**src/rtl/biss_crc_engine.sv**
```systemverilog
// Table-free MSB-first CRC engine for BiSS-C frames. Consumes BITS_PER_CYC payload
// bits per clock, optionally inverts the result and compares it with the received CRC.
//
// state | meaning
// IDLE  | waiting for start; latches payload, length and received CRC
// CALC  | folds up to BITS_PER_CYC payload bits per cycle into the CRC register
// FIN   | publishes crc_out/crc_ok, pulses done, drops busy
module biss_crc_engine #(
    parameter int                       DATA_W       = 32,
    parameter int                       CRC_W        = 6,
    parameter logic [CRC_W-1:0]         POLY         = 6'h03,
    parameter logic [CRC_W-1:0]         INIT         = '0,
    parameter int                       BITS_PER_CYC = 6,
    parameter bit                       OUT_INV      = 1'b1,
    parameter int                       LEN_W        = $clog2(DATA_W + 1)
) (
    input  logic              clk,
    input  logic              rst_n,
    input  logic              start,
    input  logic [DATA_W-1:0] data_in,
    input  logic [LEN_W-1:0]  data_len,
    input  logic [CRC_W-1:0]  crc_rx,
    output logic              busy,
    output logic              done,
    output logic [CRC_W-1:0]  crc_out,
    output logic              crc_ok
);

    typedef enum logic [1:0] {
        IDLE = 2'd0,
        CALC = 2'd1,
        FIN  = 2'd2
    } state_t;

    localparam logic [LEN_W-1:0] DATA_W_L = LEN_W'(DATA_W);
    localparam logic [LEN_W-1:0] STEP_L   = LEN_W'(BITS_PER_CYC);

    state_t             state, state_nxt;
    logic [DATA_W-1:0]  data_q, data_nxt;
    logic [CRC_W-1:0]   rx_q, rx_nxt;
    logic [CRC_W-1:0]   crc_q, crc_nxt;
    logic [LEN_W-1:0]   rem_q, rem_nxt;
    logic               busy_nxt, done_nxt, crc_ok_nxt;
    logic [CRC_W-1:0]   crc_out_nxt;

    logic [LEN_W-1:0]   len_clamp;
    logic [CRC_W-1:0]   crc_step;
    logic [CRC_W-1:0]   crc_fin;
    logic               fb;

    assign len_clamp = (data_len > DATA_W_L) ? DATA_W_L : data_len;
    assign crc_fin   = OUT_INV ? ~crc_q : crc_q;

    // Payload is stored left-aligned so the next bit to send is always the MSB;
    // rem_q counts bits still to fold and masks the tail of a partial chunk.
    always_comb begin
        crc_step = crc_q;
        fb       = 1'b0;
        for (int k = 0; k < BITS_PER_CYC; k++) begin
            if (LEN_W'(k) < rem_q) begin
                fb       = crc_step[CRC_W-1] ^ data_q[DATA_W-1-k];
                crc_step = {crc_step[CRC_W-2:0], 1'b0} ^ (fb ? POLY : '0);
            end
        end
    end

    always_comb begin
        state_nxt   = state;
        data_nxt    = data_q;
        rx_nxt      = rx_q;
        crc_nxt     = crc_q;
        rem_nxt     = rem_q;
        busy_nxt    = busy;
        done_nxt    = 1'b0;
        crc_out_nxt = crc_out;
        crc_ok_nxt  = crc_ok;
        case (state)
            IDLE: begin
                if (start) begin
                    data_nxt  = data_in << (DATA_W_L - len_clamp);
                    rx_nxt    = crc_rx;
                    rem_nxt   = len_clamp;
                    crc_nxt   = INIT;
                    busy_nxt  = 1'b1;
                    state_nxt = (len_clamp == '0) ? FIN : CALC;
                end
            end
            CALC: begin
                crc_nxt  = crc_step;
                data_nxt = data_q << BITS_PER_CYC;
                rem_nxt  = rem_q - STEP_L;
                if (rem_q <= STEP_L) begin
                    state_nxt = FIN;
                end
            end
            FIN: begin
                crc_out_nxt = crc_fin;
                crc_ok_nxt  = (crc_fin == rx_q);
                done_nxt    = 1'b1;
                busy_nxt    = 1'b0;
                state_nxt   = IDLE;
            end
            default: begin
                state_nxt = IDLE;
            end
        endcase
    end

    always_ff @(posedge clk or negedge rst_n) begin
        if (!rst_n) begin
            state   <= IDLE;
            data_q  <= '0;
            rx_q    <= '0;
            crc_q   <= INIT;
            rem_q   <= '0;
            busy    <= 1'b0;
            done    <= 1'b0;
            crc_out <= '0;
            crc_ok  <= 1'b0;
        end else begin
            state   <= state_nxt;
            data_q  <= data_nxt;
            rx_q    <= rx_nxt;
            crc_q   <= crc_nxt;
            rem_q   <= rem_nxt;
            busy    <= busy_nxt;
            done    <= done_nxt;
            crc_out <= crc_out_nxt;
            crc_ok  <= crc_ok_nxt;
        end
    end

endmodule
```
**config.mk**
```make
export PLATFORM = sky130hd
export DESIGN_NAME = biss_crc_engine
export DESIGN_NICKNAME = d
export VERILOG_FILES = /design/src/rtl/biss_crc_engine.sv
export SDC_FILE = /design/constraint.sdc
export NUM_CORES = 1
export LEC_CHECK = 0
export CORE_MARGIN = 4
export CORE_UTILIZATION = 42
export DETAILED_ROUTE_END_ITERATION = 12
export GPL_TIMING_DRIVEN = 0
export PLACE_DENSITY = 0.59
export REMOVE_ABC_BUFFERS = 1
export SLEW_MARGIN = 20
export SYNTH_ARGS = -nofsm -noshare
export SYNTH_HDL_FRONTEND = slang
export SYNTH_SLANG_ARGS = --single-unit
```
**constraint.sdc**
```tcl
create_clock -name clk -period 2.7 [get_ports clk]
set_input_delay 0.54 -clock clk [delete_from_list [all_inputs] [get_ports clk]]
set_output_delay 0.54 -clock clk [all_outputs]
set_load 0.05 [all_outputs]
```
==> out/summary.txt <==
POWER
-------------------------------------------------------------------------------------
VDD IR-drop max ........................................................    0.4064 mV
Share of total power in the clock network ..............................        0.186
Logic gate share of total power ........................................        0.543
Power share of the sequential group ....................................        0.271
Overall power of the completed layout ..................................     6.758 mW
Internal power of the cells ............................................     3.753 mW
Switch Pwr .............................................................     3.005 mW
Power per cell area ....................................................  1064 nW/µm²
Leakage power ..........................................................     2.514 nW
Switching Fraction .....................................................       0.4447

ROUTING
-------------------------------------------------------------------------------------
DR vias ................................................................         4747
Number of detailed-route iterations in the first pass ..................            5
Routed WL ..............................................................     16120 µm
Detail-routed via count per cell .......................................        6.338
Routed WL per cell .....................................................     21.52 µm
Count of routing violations after the opening detailed-route iteration .          401
Remaining design rule violation count ..................................            0
Antenna-violating nets left ............................................            0

STA
-------------------------------------------------------------------------------------
Post-Route Hold Slack ..................................................    0.1470 ns
Headroom to the max-slew limit .........................................       0.4660
Slew of the pin with the lowest slew margin ............................    0.7974 ns
Final Slew Violations ..................................................            0
Count of endpoints failing hold in the final timing report .............            0
RSZ-0062 raised after global routing ...................................          yes
Max Clock Skew .........................................................  0.004088 ns
Final Cycle Share ......................................................       0.9926
Final worst path period need ...........................................     2.680 ns
Max frequency ..........................................................    373.1 MHz
Setup violation total in the final timing report .......................            0

GRT
-------------------------------------------------------------------------------------
Maximum number of pins on one net before global-route repair ...........           39
Combined global-route utilization of all metal layers ..................       0.2288
Remaining global-route overflow ........................................            0
Vias in the first global route .........................................         4797
Antenna violations before repair .......................................            0
Global-route wire length before repair .................................     25920 µm

SETUP PATH
-------------------------------------------------------------------------------------
Critical path's largest stage delay ....................................      0.48 ns
Startpoint type of the worst setup path ................................   input port
Data arrival time of the worst path ....................................      2.87 ns
Setup crit end kind ....................................................    flip-flop
Crit path kind ......................................................... input port to flip-flop
Crit path max-delay family ............................................. multiplexers
Crit-path max FO .......................................................           12
Worst-path cell with the longest stage delay ........................... sky130_fd_sc_hd__mux4_2
List of cells traversed by the critical path ........................... buf_4, nor2b_4, inv_6, ha_4, buf_12, xnor2_4, buf_4, mux2_2, mux4_2, nand2_1, o311ai_1
Worst setup path start .................................................  data_len[5]
Startpoint of the worst register-to-register path ......................     state[0]
Number of buffers and inverters on the critical path ...................            4
Required time of the critical path .....................................      2.89 ns
Worst path most repeated cell .......................................... sky130_fd_sc_hd__buf_4

FLOORPLAN
-------------------------------------------------------------------------------------
Die boundary width .....................................................     119.1 µm
I/O Pins ...............................................................           56
Effective utilization at floorplan .....................................       0.4299
Vertical die dimension .................................................     119.1 µm
Placeable Area .........................................................    12060 µm²
Number of standard-cell rows in the floorplan ..........................           40
Die area ...............................................................    14190 µm²

SYNTH
-------------------------------------------------------------------------------------
Unique masters post-synth ..............................................           80
Cells after synthesis ..................................................          533
Commonest register cell after synthesis ................................ sky130_fd_sc_hd__dfrtp_1
Average footprint of a synthesized cell ................................    9.728 µm²
Fraction of synthesis flops using an asynchronous set or reset pin .....        1.000
Share of synthesized area occupied by flip-flops and latches ...........       0.2944
YS warnings ............................................................            0
Post-synthesis instance area ...........................................     5185 µm²
Number of synthesized flops with an enable pin .........................            0
Register bit count reported by yosys ...................................           61

PLACE
-------------------------------------------------------------------------------------
Routability Congestion .................................................       0.8943
I/O Buffers ............................................................           55
Final HPWL DP ..........................................................     11550 µm
Area post-placement ....................................................     5776 µm²

FINAL LAYOUT
-------------------------------------------------------------------------------------
Total inserted antenna cells ...........................................            0
Multi-input combinational cell area ....................................     3506 µm²
Number of filler cells placed in the layout ............................         1129
Share of layout cells above drive strength 1 ...........................       0.1928
Register cell area after layout ........................................     1526 µm²
Relative area change from synthesis to final layout ....................       22.47%
Final Net Count ........................................................          625
Final std cell area, no fill ...........................................     6350 µm²

CLOCKING
-------------------------------------------------------------------------------------
# H-tree levels ........................................................            3
Number of buffers on the longest clock path ............................            2
Clock root buffer ...................................................... sky130_fd_sc_hd__clkbuf_16
Clock transition at the registers of the reported paths ................      0.05 ns
Number of clock buffers inserted by TritonCTS ..........................            9
Worst-Skew Late Latency ................................................      0.33 ns
Clk sinks ..............................................................           61
Clock tree from TritonCTS ..............................................          yes

FLOW RUN
-------------------------------------------------------------------------------------
Max cap viols ..........................................................            0

STATUS
-------------------------------------------------------------------------------------
Result of the run ...................................................... finished clean

WORST HOLD PATH
-------------------------------------------------------------------------------------
Hold crit path type .................................................... input port to asynchronous set/reset pin

==> placed cells by master (no fill, tap or decap), types with 4 or more instances in the layout <==
master                            Yosys  layout
sky130_fd_sc_hd__xnor2_1             10       9
sky130_fd_sc_hd__nor3_1              20      18
sky130_fd_sc_hd__mux4_2              21      22
sky130_fd_sc_hd__o31ai_1              8       8
sky130_fd_sc_hd__nand3_1              8       7
sky130_fd_sc_hd__o22ai_1              5       5
sky130_fd_sc_hd__mux4_1               7       6
sky130_fd_sc_hd__dfrtp_1             61      61
sky130_fd_sc_hd__or3_1                6       6
sky130_fd_sc_hd__a221o_1              4       4
sky130_fd_sc_hd__a22oi_1             11      11
sky130_fd_sc_hd__clkdlybuf4s50_1      0      50
sky130_fd_sc_hd__o21a_1               5       5
sky130_fd_sc_hd__mux2_2              19      19
sky130_fd_sc_hd__buf_4                2      17
sky130_fd_sc_hd__nor2_1              26      25
sky130_fd_sc_hd__inv_1                8       7
sky130_fd_sc_hd__xor2_1               9       8
sky130_fd_sc_hd__nand2_1             47      45
sky130_fd_sc_hd__o22a_1               6       6
sky130_fd_sc_hd__nor2b_1              6       4
sky130_fd_sc_hd__a31oi_1              8       8
sky130_fd_sc_hd__o211ai_1             6       6
sky130_fd_sc_hd__mux2i_1             39      36
sky130_fd_sc_hd__nand4_1              4       4
sky130_fd_sc_hd__o21ai_0             32      32
sky130_fd_sc_hd__a21o_1               4       4
sky130_fd_sc_hd__a22o_1               4       4
sky130_fd_sc_hd__clkbuf_16            0       9
sky130_fd_sc_hd__a32oi_1              6       6
sky130_fd_sc_hd__a21oi_1             27      25
==> area by class of cell <==
class	count	share of cell area
Multi-Input combinational cell	420	0.5521
Clock buffer	10	0.03764
Timing Repair Buffer	74	0.1151
Tap cell	168	0.03310
Inverter	10	0.008079
Sequential cell	61	0.2404
Clock inverter	6	0.01360
==> synthesized netlist by cell type, types with 3 or more instances <==
cell type	n	area [µm²]
sky130_fd_sc_hd__dfrtp_1	61	1526
sky130_fd_sc_hd__nand2_1	47	176.4
sky130_fd_sc_hd__mux2i_1	39	390.4
sky130_fd_sc_hd__o21ai_0	32	160.2
sky130_fd_sc_hd__a21oi_1	27	135.1
sky130_fd_sc_hd__nor2_1	26	97.59
sky130_fd_sc_hd__clkbuf_1	23	86.33
sky130_fd_sc_hd__mux4_2	21	473.0
sky130_fd_sc_hd__nor3_1	20	100.1
sky130_fd_sc_hd__mux2_2	19	214.0
sky130_fd_sc_hd__a22oi_1	11	82.58
sky130_fd_sc_hd__xnor2_1	10	87.58
sky130_fd_sc_hd__buf_2	9	45.04
sky130_fd_sc_hd__xor2_1	9	78.83
sky130_fd_sc_hd__a31oi_1	8	50.05
sky130_fd_sc_hd__inv_1	8	30.03
sky130_fd_sc_hd__nand3_1	8	40.04
sky130_fd_sc_hd__o31ai_1	8	60.06
sky130_fd_sc_hd__mux4_1	7	183.9
sky130_fd_sc_hd__a32oi_1	6	52.55
sky130_fd_sc_hd__nor2b_1	6	37.54
sky130_fd_sc_hd__o211ai_1	6	45.04
sky130_fd_sc_hd__o22a_1	6	52.55
sky130_fd_sc_hd__or3_1	6	37.54
sky130_fd_sc_hd__o21a_1	5	37.54
sky130_fd_sc_hd__o22ai_1	5	31.28
sky130_fd_sc_hd__a21o_1	4	30.03
sky130_fd_sc_hd__a221o_1	4	40.04
sky130_fd_sc_hd__a22o_1	4	35.03
sky130_fd_sc_hd__and3_1	4	25.02
sky130_fd_sc_hd__buf_6	4	45.04
sky130_fd_sc_hd__nand4_1	4	25.02
sky130_fd_sc_hd__a211o_1	3	26.28
sky130_fd_sc_hd__a211oi_1	3	22.52
sky130_fd_sc_hd__a222oi_1	3	30.03
sky130_fd_sc_hd__a32o_1	3	30.03
sky130_fd_sc_hd__and2_1	3	18.77
sky130_fd_sc_hd__buf_1	3	11.26
sky130_fd_sc_hd__nand2b_1	3	18.77
sky130_fd_sc_hd__nand3b_1	3	22.52
sky130_fd_sc_hd__o21ai_1	3	15.01
==> state kept, by name, summed over array words and instances (netlist names) <==
register / count
crc_out: 6
done: 1
rem_q: 6
busy: 1
crc_q: 6
rx_q: 6
data_q: 32
crc_ok: 1
state: 2
==> logic make-up after synthesis <==
logic type | share of synthesized area
flip-flops | 0.2944
multiplexers | 0.2454
AND/OR/NAND/NOR | 0.1455
XOR/XNOR | 0.03837
AO/OA/AOI/OAI | 0.2198
buffers and inverters | 0.05164
adder cells (fa/ha/maj) | 0.004825
==> per-stage QoR <==
step | std cells | setup WS, ns | utilization | TNS [ns]
3_5_place_dp | 716 | -3.368 | 0.4788 | -90.52
4_1_cts | 742 | 0.03984 | 0.5187 | 0
5_1_grt | 749 | -0.06080 | 0.5265 | -0.2696
6_report | 749 | 0.01996 | 0.5265 | 0
2_1_floorplan | 490 | -1.670 | - | -40.27
3_3_place_gp | 713 | -3.328 | 0.4739 | -159.19
==> power by group through the flow <==
stage / Clock, mW / Combinational, mW / Sequential [mW]
6_report: 1.26 / 3.67 / 1.83
5_1_grt: 1.32 / 3.99 / 1.89
4_1_cts: 1.27 / 3.60 / 1.82
3_5_place_dp: 0 / 3.53 / 1.84
3_3_place_gp: 0 / 3.50 / 1.82
2_1_floorplan: 0 / 2.42 / 1.89
==> layer usage <==
metal	vias to the layer above	global-route usage	part of all wire
met1	2342	0.2798	0.41
met4	0	0.1064	0.040
li1	2166	-	-
met5	-	0	0
met3	42	0.04036	0.055
met2	197	0.3914	0.49
==> final timing paths <==
kind | end | cells after the start | slack [ns]
min in group clk | crc_out[2] | 2 | 0.48
max in group asynchronous | data_q[16] | 2 | 2.05
worst max-delay path | data_q[20] | 11 | 0.02
worst min register to register | crc_out[2] | 2 | 0.48
worst max register to register | data_q[23] | 6 | 0.19
worst min-delay path | rem_q[5] | 1 | 0.15
==> what timing repair did <==
item,CTS,global route
pin swaps,3,1
buffers inserted,9,7
resized for setup,35,9
gates cloned,1,0
hold buffers,0,0
endpoints found under the setup margin,34,11
hold endpoints to repair,0,0
Note: power is estimated with default switching activity, not from simulation.
